[src/rtl/cv32e40s_pkg.sv]
// Shared types for the alert escalation path.
package cv32e40s_pkg;

  typedef enum logic [1:0] {
    ALERT_ESC_IDLE      = 2'd0,
    ALERT_ESC_COUNTING  = 2'd1,
    ALERT_ESC_ESCALATED = 2'd2,
    ALERT_ESC_LOCKED    = 2'd3
  } alert_esc_state_e;

endpackage

[src/rtl/cv32e40s_alert_leak_timer.sv]
// Leak timer for the minor-alert bucket: counts 0..LEAK_PERIOD-1 while enabled.
// tick_o is combinational from the timer register; the timer wraps to 0 on tick, restart or disable.
module cv32e40s_alert_leak_timer #(
  parameter int LEAK_PERIOD = 1024,
  parameter int W           = $clog2(LEAK_PERIOD)
) (
  input  logic clk,
  input  logic rst_n,
  input  logic enable,
  input  logic restart,
  output logic tick_o
);

  localparam logic [W-1:0] LAST = W'(LEAK_PERIOD - 1);
  localparam logic [W-1:0] ONE  = W'(1);

  logic [W-1:0] timer_q;

  assign tick_o = enable && (timer_q == LAST);

  always_ff @(posedge clk) begin
    if (!rst_n) begin
      timer_q <= '0;
    end else if (!enable || restart || tick_o) begin
      timer_q <= '0;
    end else begin
      timer_q <= timer_q + ONE;
    end
  end

endmodule

[src/rtl/cv32e40s_alert_escalator.sv]
// Leaky-bucket accumulator of minor alerts with level-held escalation request
// and a sticky fatal lock on any major alert; all outputs registered.
module cv32e40s_alert_escalator
  import cv32e40s_pkg::*;
#(
  parameter int MINOR_THRESHOLD = 4,
  parameter int LEAK_PERIOD     = 1024,
  parameter int CNT_W           = $clog2(MINOR_THRESHOLD + 1)
) (
  input  logic             clk,
  input  logic             rst_n,
  input  logic             alert_minor_i,
  input  logic             alert_major_i,
  input  logic             esc_ack_i,
  output logic             escalate_o,
  output logic             fatal_o,
  output logic [CNT_W-1:0] minor_cnt_o,
  output logic [1:0]       state_o
);

  localparam logic [1:0] S_IDLE      = ALERT_ESC_IDLE;
  localparam logic [1:0] S_COUNTING  = ALERT_ESC_COUNTING;
  localparam logic [1:0] S_ESCALATED = ALERT_ESC_ESCALATED;
  localparam logic [1:0] S_LOCKED    = ALERT_ESC_LOCKED;

  localparam logic [CNT_W-1:0] CNT_ONE = CNT_W'(1);
  localparam logic [CNT_W-1:0] CNT_PRE = CNT_W'(MINOR_THRESHOLD - 1);

  logic [1:0]       state_q, state_d;
  logic [CNT_W-1:0] cnt_q, cnt_d;
  logic             leak_en, leak_tick;

  // Major alert freezes the timer in the same cycle it moves us to LOCKED.
  assign leak_en = (state_q == S_COUNTING) && !alert_major_i;

  cv32e40s_alert_leak_timer #(
    .LEAK_PERIOD (LEAK_PERIOD)
  ) u_leak_timer (
    .clk     (clk),
    .rst_n   (rst_n),
    .enable  (leak_en),
    .restart (alert_minor_i),
    .tick_o  (leak_tick)
  );

  always_comb begin
    state_d = state_q;
    cnt_d   = cnt_q;
    if (alert_major_i) begin
      state_d = S_LOCKED;
    end else begin
      case (state_q)
        S_IDLE: begin
          if (alert_minor_i) begin
            cnt_d   = CNT_ONE;
            state_d = S_COUNTING;
          end
        end
        S_COUNTING: begin
          // A minor landing on a leak tick cancels out: count unchanged.
          if (alert_minor_i && !leak_tick) begin
            cnt_d = cnt_q + CNT_ONE;
            if (cnt_q == CNT_PRE) state_d = S_ESCALATED;
          end else if (!alert_minor_i && leak_tick) begin
            cnt_d = cnt_q - CNT_ONE;
            if (cnt_q == CNT_ONE) state_d = S_IDLE;
          end
        end
        S_ESCALATED: begin
          if (esc_ack_i) begin
            if (alert_minor_i) begin
              cnt_d   = CNT_ONE;
              state_d = S_COUNTING;
            end else begin
              cnt_d   = '0;
              state_d = S_IDLE;
            end
          end
        end
        default: begin
          state_d = state_q;
        end
      endcase
    end
  end

  always_ff @(posedge clk) begin
    if (!rst_n) begin
      state_q    <= S_IDLE;
      cnt_q      <= '0;
      escalate_o <= 1'b0;
      fatal_o    <= 1'b0;
    end else begin
      state_q    <= state_d;
      cnt_q      <= cnt_d;
      escalate_o <= (state_d == S_ESCALATED);
      fatal_o    <= (state_d == S_LOCKED);
    end
  end

  assign minor_cnt_o = cnt_q;
  assign state_o     = state_q;

endmodule
[config.mk]
export PLATFORM = sky130hd
export DESIGN_NAME = cv32e40s_alert_escalator
export DESIGN_NICKNAME = d
export VERILOG_FILES = /design/src/rtl/cv32e40s_pkg.sv /design/src/rtl/cv32e40s_alert_leak_timer.sv /design/src/rtl/cv32e40s_alert_escalator.sv
export SDC_FILE = /design/constraint.sdc
export NUM_CORES = 1
export LEC_CHECK = 0
export CELL_PAD_IN_SITES_DETAIL_PLACEMENT = 2
export CELL_PAD_IN_SITES_GLOBAL_PLACEMENT = 2
export CORE_MARGIN = 3
export CORE_UTILIZATION = 28
export DETAILED_ROUTE_END_ITERATION = 8
export PLACE_DENSITY = 0.72
export SLEW_MARGIN = 20
export SYNTH_ARGS = -nofsm -noshare
export SYNTH_HDL_FRONTEND = slang
export SYNTH_HIERARCHICAL = 1
export SYNTH_SLANG_ARGS = --single-unit
[constraint.sdc]
create_clock -name clk -period 1.8 [get_ports clk]
set_input_delay 0.18 -clock clk [delete_from_list [all_inputs] [get_ports clk]]
set_output_delay 0.18 -clock clk [all_outputs]
set_load 0.1 [all_outputs]
[Word level (Yosys, flattened, before mapping)]
Index checks and enable logic that the tools add are counted.
Cells by class
  add/subtract/negate cells: 3
  $mul: 0
  divide/modulo/power cells: 0
  $lt $le $gt $ge: 0
  equality and inequality tests: 10
  shift operators: 0
  multiplexer cells: 15
  bitwise logic cells: 2
  reduce and logical (&&, ||, !) cells: 14
Operator list (count)
  $mux 2: 7
  $mux 3: 4
  $add 10x1->10 const B: 1
  $eq 10x10->1 const B: 1
  $pmux 3 s3: 1
  $eq 2x2->1 const B: 3
  $pmux 2 s3: 1
  $reduce_and 5->1: 1
  $logic_and 1x1->1: 4
  $logic_not 1->1: 4
  $ne 2x2->1 const B: 2
  $add 3x1->3 const B: 1
  $eq 3x1->1 const B: 1
  $eq 3x2->1 const B: 1
  $ne 3x1->1 const B: 1
  $reduce_bool 3->1: 1
  $sub 3x1->3 const B: 1
  $eq 2x1->1 const B: 1
  $logic_not 2->1: 1
  $logic_or 1x1->1: 2
  $mux 1: 2
  $not 1->1: 2
  $reduce_or 2->1: 1
Word-level totals
  register bits after elaboration: 17
  latch bits: 0
  RAM bits: 0
  memory bits (read-only): 0
  bits of input ports: 5
  output and inout bits: 7
  memories: 0

[Depth between registers and ports, before layout]
Gate-level depths: netlist of run 1.
  word-level depth: 9
  depth in mapped cells: 8
  mapped depth without buffers: 8

[Hierarchy]
The synthesis of run 1 kept the hierarchy.
Modules (own cells, without submodules)
  cv32e40s_alert_escalator: times used 1, cells each 58, area each 541.8 sq um, sequential area each 140.1 sq um
  cv32e40s_alert_leak_timer: times used 1, cells each 49, area each 437.9 sq um, sequential area each 200.2 sq um

[Least setup slack after synthesis of run 1]
OpenSTA, ideal clock, no wires.
  path type: flip-flop to flip-flop
  from: reg state_q[1] (netlist: state_o[1])
  to: reg cnt_q[2] (netlist: minor_cnt_o[2])
  library setup time: 91 ps
  data arrival time: 2531 ps
  path slack: -822 ps
  stages on the path, launching flop included: 9
  buffers on the path: 0
  period minus slack after synthesis: 2622 ps
  cell sequence: dfxtp_1 inv_1 ha_1 nor2b_1 and3_1 xnor2_1 a21oi_4 a31oi_1 a311oi_1
On the way
  longest elaborated chain between the ends: 7
RTL lines
  from (decl): line cv32e40s_alert_escalator.sv:29  | logic [1:0] state_q, state_d;
  from (signal assigned): line cv32e40s_alert_escalator.sv:94  | state_q <= state_d;
  $eq 2x1->1 *: line cv32e40s_alert_escalator.sv:34  | assign leak_en = (state_q == S_COUNTING) && !alert_major_i;
  $logic_and 1x1->1 *: line cv32e40s_alert_escalator.sv:34
  via leak_en: line cv32e40s_alert_escalator.sv:31  | logic leak_en, leak_tick;
  $logic_and 1x1->1 *: line cv32e40s_alert_leak_timer.sv:19  | assign tick_o = enable && (timer_q == LAST);
  via leak_tick: line cv32e40s_alert_escalator.sv:31
  $logic_not 1->1: line cv32e40s_alert_escalator.sv:61  | if (alert_minor_i && !leak_tick) begin
  $logic_and 1x1->1: line cv32e40s_alert_escalator.sv:61
  $ne 3x1->1 (no source line) / $mux 3 (equally long branches)
  $reduce_and 5->1 (no source line) / $pmux 3 s3 (equally long branches)
  to (signal assigned): line cv32e40s_alert_escalator.sv:95  | cnt_q <= cnt_d;
  to (decl): line cv32e40s_alert_escalator.sv:30  | logic [CNT_W-1:0] cnt_q, cnt_d;
Mark *: on every way through the listed nets, which the timed path passes. The rest lies on a longest branch.
A chain may end at the register's enable or synchronous reset.

[Final worst setup path of run 1]
  from: reg state_q[1] (netlist: state_o[1])
  to: reg fatal_o
On the way
  longest elaborated chain between the ends: 9
RTL lines
  $eq 2x1->1 *: line cv32e40s_alert_escalator.sv:34
  $logic_and 1x1->1 *: line cv32e40s_alert_escalator.sv:34
  via leak_en: line cv32e40s_alert_escalator.sv:31
  $logic_and 1x1->1 *: line cv32e40s_alert_leak_timer.sv:19
  via leak_tick: line cv32e40s_alert_escalator.sv:31
  $logic_and 1x1->1 / $logic_not 1->1 (equally long branches): line cv32e40s_alert_escalator.sv:64, cv32e40s_alert_escalator.sv:61
  $mux 2 / $logic_and 1x1->1 (equally long branches): line cv32e40s_alert_escalator.sv:64, cv32e40s_alert_escalator.sv:61
  $mux 2 *: line cv32e40s_alert_escalator.sv:61
  $pmux 2 s3 *: line cv32e40s_alert_escalator.sv:52  | case (state_q)
  $mux 2 *: line cv32e40s_alert_escalator.sv:49  | if (alert_major_i) begin
  $eq 2x2->1 *: line cv32e40s_alert_escalator.sv:97  | fatal_o <= (state_d == S_LOCKED);
  to (signal assigned): line cv32e40s_alert_escalator.sv:97
  to (decl): line cv32e40s_alert_escalator.sv:16  | output logic fatal_o,
Marks and branches as above.

==> results of run 1 <==
## final timing paths
kind	from	end	slack, ps	cells after the start
worst max register to register	state_o[1]	fatal_o	50	8
worst max-delay path	state_o[1]	fatal_o	50	8
worst min register to register	u_leak_timer/timer_q[9]	u_leak_timer/timer_q[9]	500	2
worst min-delay path	u_leak_timer/timer_q[9]	u_leak_timer/timer_q[9]	500	2
## per-layer routing
layer  vias up  share of wire [%]
met5         -                  0
met3         5                2.5
met2        11                 57
met1       431                 39
met4         0                1.2
li1        429                  -
## cells in the mapped netlist, types with 2 or more instances
cell type	n
xnor2_1	6
nor2b_1	6
nand2_1	7
xor2_1	3
nor3_1	2
a21oi_1	2
dfxtp_1	17
nor2_1	12
and2_1	3
nand4_1	2
and3_1	2
inv_1	9
nand3_1	2
a31oi_1	3
ha_1	9
a21o_1	2
## repair_timing
action	CTS	global route
setup buffers	0	3
hold buffers	0	0
resized for setup	1	9
setup endpoints to repair	2	6
pin swaps	0	5
cloned	0	0
## metrics by stage
stage / hold WS [ps] / setup slack (ps) / utilization [%]
4_1_cts: 511 / 6.63 / 40.1
5_1_grt: 524 / -49.8 / 41.8
6_report: 503 / 52.1 / 41.8
3_3_place_gp: 472 / 17.3 / 39.2
3_5_place_dp: 493 / -45.3 / 39.2
2_1_floorplan: 335 / -66.4 / -
## worst reg2reg max path: stages, from the launching register on
cell and delay [ps]:
dfxtp_4 380, inv_4 70, ha_4 140, nor2b_4 140
and3_4 210, and3b_2 220, o2111ai_2 180, o311ai_2 140
and2_1 160
## registers in the layout (all words and copies together) (netlist names)
register	flops
escalate_o	1
fatal_o	1
minor_cnt_o	3
state_o	2
u_leak_timer/timer_q	10
## cell families (layout without fill, tap and decap cells)
| group | after synthesis | in the layout | synth area share (%) |
|---|---|---|---|
| AND/OR/NAND/NOR | 46 | 46 | 27.8 |
| adder cells (fa/ha/maj) | 9 | 9 | 11.5 |
| flip-flops | 17 | 17 | 34.7 |
| AO/OA/AOI/OAI | 17 | 17 | 14.4 |
| buffers and inverters | 9 | 38 | 3.45 |
| XOR/XNOR | 9 | 9 | 8.05 |
## where the power goes
group / leakage (nW) / internal (mW) / switching, mW
sequential: 0.142 / 0.394 / 0.0187
clock: 0.0150 / 0.0866 / 0.135
combinational: 0.363 / 0.101 / 0.205
## final cells by class
class / count / area share [%]
well taps: 44 / 4.12
clock buffers: 4 / 1.96
repair buffers: 25 / 14.8
multi-input cells: 81 / 49.9
inverters: 9 / 2.71
flip-flops and latches: 17 / 26.6
==> results.json, run 1 <==
{
  "power.density_nw_per_um2": 703,
  "synth_area_leaders": "dfxtp_1, ha_1, xnor2_1",
  "multi_input_area_um2": 667,
  "synth_top_area_cell": "dfxtp_1",
  "final.period_utilization_pct": 97.1,
  "dp_cells": 173,
  "min_period_ps": 1750,
  "cts_max_level": 1,
  "final_common_cell": "buf_4",
  "clk_path_buf_depth": 2,
  "grt_overflow": 0,
  "ys.flop_type": "dfxtp_1",
  "skew_ps": 9.81,
  "regArea_um2": 355,
  "hold_violations": 0,
  "hp-class": "reg -> reg",
  "drc": 0,
  "rsz0062_at_grt": "true",
  "static-leakage-power_nw": 0.520,
  "critPathBufInv": 1,
  "ant_nets": 0,
  "path_cells": "inv_4 -> ha_4 -> nor2b_4 -> and3_4 -> and3b_2 -> o2111ai_2 -> o311ai_2 -> and2_1",
  "peakVddDrop_uv": 269,
  "fillers": 378,
  "maxSlewViolCount": 0,
  "cp_slowest_cell": "dfxtp_4",
  "cp.arrival_ps": 1960,
  "required_ps": 2010,
  "numClockSinks": 17,
  "avgSynthCellArea_um2": 9.16,
  "track_usage_pct": 14.4,
  "synth_nets": 121,
  "layout_common_cells": "buf_4, nor2_1, dfxtp_1",
  "syn_inst": 107,
  "start_util_pct": 30.6,
  "stdcell_count": 180,
  "drive_gt1_share_pct": 36.8,
  "dr.pass1.iters": 2,
  "crit_path_end_kind": "flip-flop",
  "core_um2": 3200,
  "grtUsageMet2_pct": 28.5,
  "top_usage_layer": "met2",
  "diodes": 0,
  "cts_tree": "built",
  "fin_tns_setup_ps": 0,
  "antenna_found_initial": 0,
  "setup_violations": 0,
  "die_w_um": 65.2,
  "placed_cell_area_um2": 1250,
  "ys_seq_area_share_pct": 34.7,
  "cts_buffers": 3,
  "yosysWarningCount": 6,
  "max_cap_viol_count": 0,
  "worst_setup_path_start_kind": "flip-flop",
  "worstSetupPathType": "reg -> reg",
  "met1_usage_pct": 14.7,
  "routed_wl_um": 2800,
  "ys_seq_elements": 17,
  "dieArea_um2": 4240,
  "dieHeight_um": 65.2,
  "fin_area_um2": 1340,
  "viasPerCell": 4.87,
  "gr-usage-met3_pct": 3.25,
  "outcome": "finished clean",
  "wl_per_cell_um": 15.6,
  "max_freq_mhz": 572,
  "grt_max_degree": 10,
  "async_reset_ff_share_pct": 0,
  "cp_max_fo": 4,
  "clkLatencyLatePin_ps": 310,
  "synth_edf_count": 0,
  "grt_pass1_wl_um": 4590,
  "syn_area_um2": 980,
  "placementRows": 20,
  "post-dp-hpwl_um": 2150,
  "fin_nets": 151,
  "grt_pass1_vias": 970,
  "clock-root-buffer": "clkbuf_4",
  "netlist.area_leader.share_pct": 34.7,
  "critPathTopFamily": "simple AND/OR/NAND/NOR gates",
  "area_growth_syn_to_layout_pct": 36.5,
  "yosysUniqueCellTypes": 36,
  "drt_iter0_drc": 26,
  "max-slew-margin-rel_pct": 77.1,
  "gp_congestion": 0.797,
  "clk_pin_slew_worst_paths_ps": 110,
  "total_power_mw": 0.940,
  "tightest_slew_ps": 343,
  "crit_path_max_incr_delay_ps": 380,
  "portBuffers": 11,
  "io_pins": 12,
  "dr_total_vias": 876
}
Note: power is estimated with default switching activity, not from simulation.
==> inputs of run 2 (changes only) <==
--- a/config.mk
+++ b/config.mk
@@ -10,7 +10,8 @@
 export CORE_MARGIN = 3
 export CORE_UTILIZATION = 28
 export DETAILED_ROUTE_END_ITERATION = 8
-export PLACE_DENSITY = 0.72
+export DONT_BUFFER_PORTS = 1
+export PLACE_DENSITY = 0.65
 export SLEW_MARGIN = 20
 export SYNTH_ARGS = -nofsm -noshare
 export SYNTH_HDL_FRONTEND = slang
==> run 2 against run 1 <==
Effect of this change:
- the flow now finishes with violations (negative setup slack)
- combinational power is essentially flat
- power grew 0.47%
- setup slack lost 53 ps
- sequential cell count is the same
- critical path type unchanged
==> results.json, run 2 (synthesis gave the netlist of run 1 again) <==
{
  "outcome": "finished, violations left",
  "violations": "negative setup slack",
  "max_freq_mhz": 555,
  "fin_tns_setup_ps": -1.26,
  "wl_per_cell_um": 16.4,
  "grt_overflow": 0,
  "fin_area_um2": 1320,
  "cp.arrival_ps": 2030,
  "clk_pin_slew_worst_paths_ps": 120,
  "post-dp-hpwl_um": 2140,
  "area_growth_syn_to_layout_pct": 34.7,
  "viasPerCell": 4.92,
  "static-leakage-power_nw": 0.503,
  "tightest_slew_ps": 367,
  "antenna_found_initial": 0,
  "grt_max_degree": 11,
  "gp_congestion": 0.800,
  "min_period_ps": 1800,
  "final_common_cell": "buf_4",
  "total_power_mw": 0.945,
  "setup_ws_ps": -1.26,
  "diodes": 0,
  "r2r_start": "state_o[1]",
  "highest_layer": "met4",
  "ant_nets": 0,
  "skew_ps": 20.1,
  "max-slew-margin-rel_pct": 75.4,
  "start_util_pct": 30.6,
  "drive_gt1_share_pct": 40.2,
  "drc": 0,
  "layout_common_cells": "buf_4, nor2_1, inv_1, dfxtp_1",
  "met2RoutedLength_um": 1530,
  "hold_start": "alert_major_i",
  "fillers": 385,
  "grt_pass1_wl_um": 4570,
  "final.period_utilization_pct": 100,
  "peakVddDrop_uv": 280,
  "setup_violations": 1,
  "cts_tree": "built",
  "required_ps": 2030,
  "fin_nets": 147,
  "maxSlewViolCount": 0,
  "dr_total_vias": 866,
  "cts_buffers": 3,
  "dieArea_um2": 4240,
  "cp_max_fo": 4,
  "portBuffers": 0,
  "final_core_util_pct": 41.2,
  "max_cap_viol_count": 0,
  "clkLatencyLatePin_ps": 320,
  "clk_path_buf_depth": 2,
  "placementRows": 20,
  "grt_pass1_vias": 956,
  "routed_wl_um": 2880,
  "dieHeight_um": 65.2,
  "worst_setup_path_start_kind": "flip-flop",
  "placed_cell_area_um2": 1190,
  "die_w_um": 65.2,
  "drt_iter0_drc": 27,
  "critPathLaunch": "state_o[1]",
  "hold_violations": 0,
  "io_pins": 12,
  "clock-root-buffer": "clkbuf_4",
  "numClockSinks": 17,
  "dr.pass1.iters": 4,
  "worstSetupPathType": "reg -> reg",
  "crit_path_end_kind": "flip-flop",
  "cts_max_level": 1,
  "track_usage_pct": 14.2,
  "power.density_nw_per_um2": 716,
  "core_um2": 3200,
  "hp-class": "in -> reg",
  "largest_reg_flops": 10,
  "rsz0062_at_grt": "true",
  "routedLengthMet1_um": 1230,
  "top_register": "u_leak_timer/timer_q",
  "met3_length_um": 100
}
run 2: cell count changes in the layout (fill, tap and decap cells not counted), sizes merged:
cell,before,now
clkinv,0,2
inv,9,8
clkbuf,4,3
clkdlybuf4s50,4,0
run 2: final cells by class:
type	count	area, um2	share of cell area (%)
multi-input cells	81	681	51.6
flip-flops and latches	17	357	27.0
clock buffers	3	22.5	1.71
inverters	9	38.8	2.94
clock inverters	1	5.00	0.379
repair buffers	21	161	12.2
well taps	44	55.1	4.17
run 2: report_power, final:
group	leakage [nW]	internal, mW	switching [mW]
clock network	0.0177	0.0831	0.140
registers	0.143	0.394	0.0177
logic	0.342	0.102	0.208
run 2: per-stage QoR:
stage          instances  hold WS [ps]  setup slack (ps)
3_5_place_dp         166           365             -45.3
5_1_grt              176          24.2             -72.2
6_report             176          39.1             -1.26
3_3_place_gp         166           345              58.3
4_1_cts              171          19.8              4.51
2_1_floorplan        107           335             -66.4
run 2: worst paths after layout:
path | end | slack, ps | cells past startpoint
hold / removal | state_o[1] | 40 | 2
hold reg to reg | u_leak_timer/timer_q[9] | 520 | 2
setup reg to reg | fatal_o | -1 | 8
setup / recovery | fatal_o | -1 | 8
run 2: critical path, cell delays in order, from the launching register on:
cell	delay, ps
dfxtp_4	380
clkinv_4	60
ha_4	120
nor2b_4	150
and3_4	220
and3b_2	240
o2111ai_4	220
o311ai_4	140
and2_1	180
run 2: per-layer routing:
layer,up-vias,track usage [%]
met5,-,0
met4,0,3.11
met3,4,4.44
met2,14,27.5
met1,426,14.7
li1,422,-
run 2: repair_timing:
action                     in CTS  in global routing
hold buffers                    0                  0
gates cloned                    0                  0
resized for setup               4                 11
setup endpoints to repair       4                  6
pin swaps                       2                  9
buffers inserted                1                  5
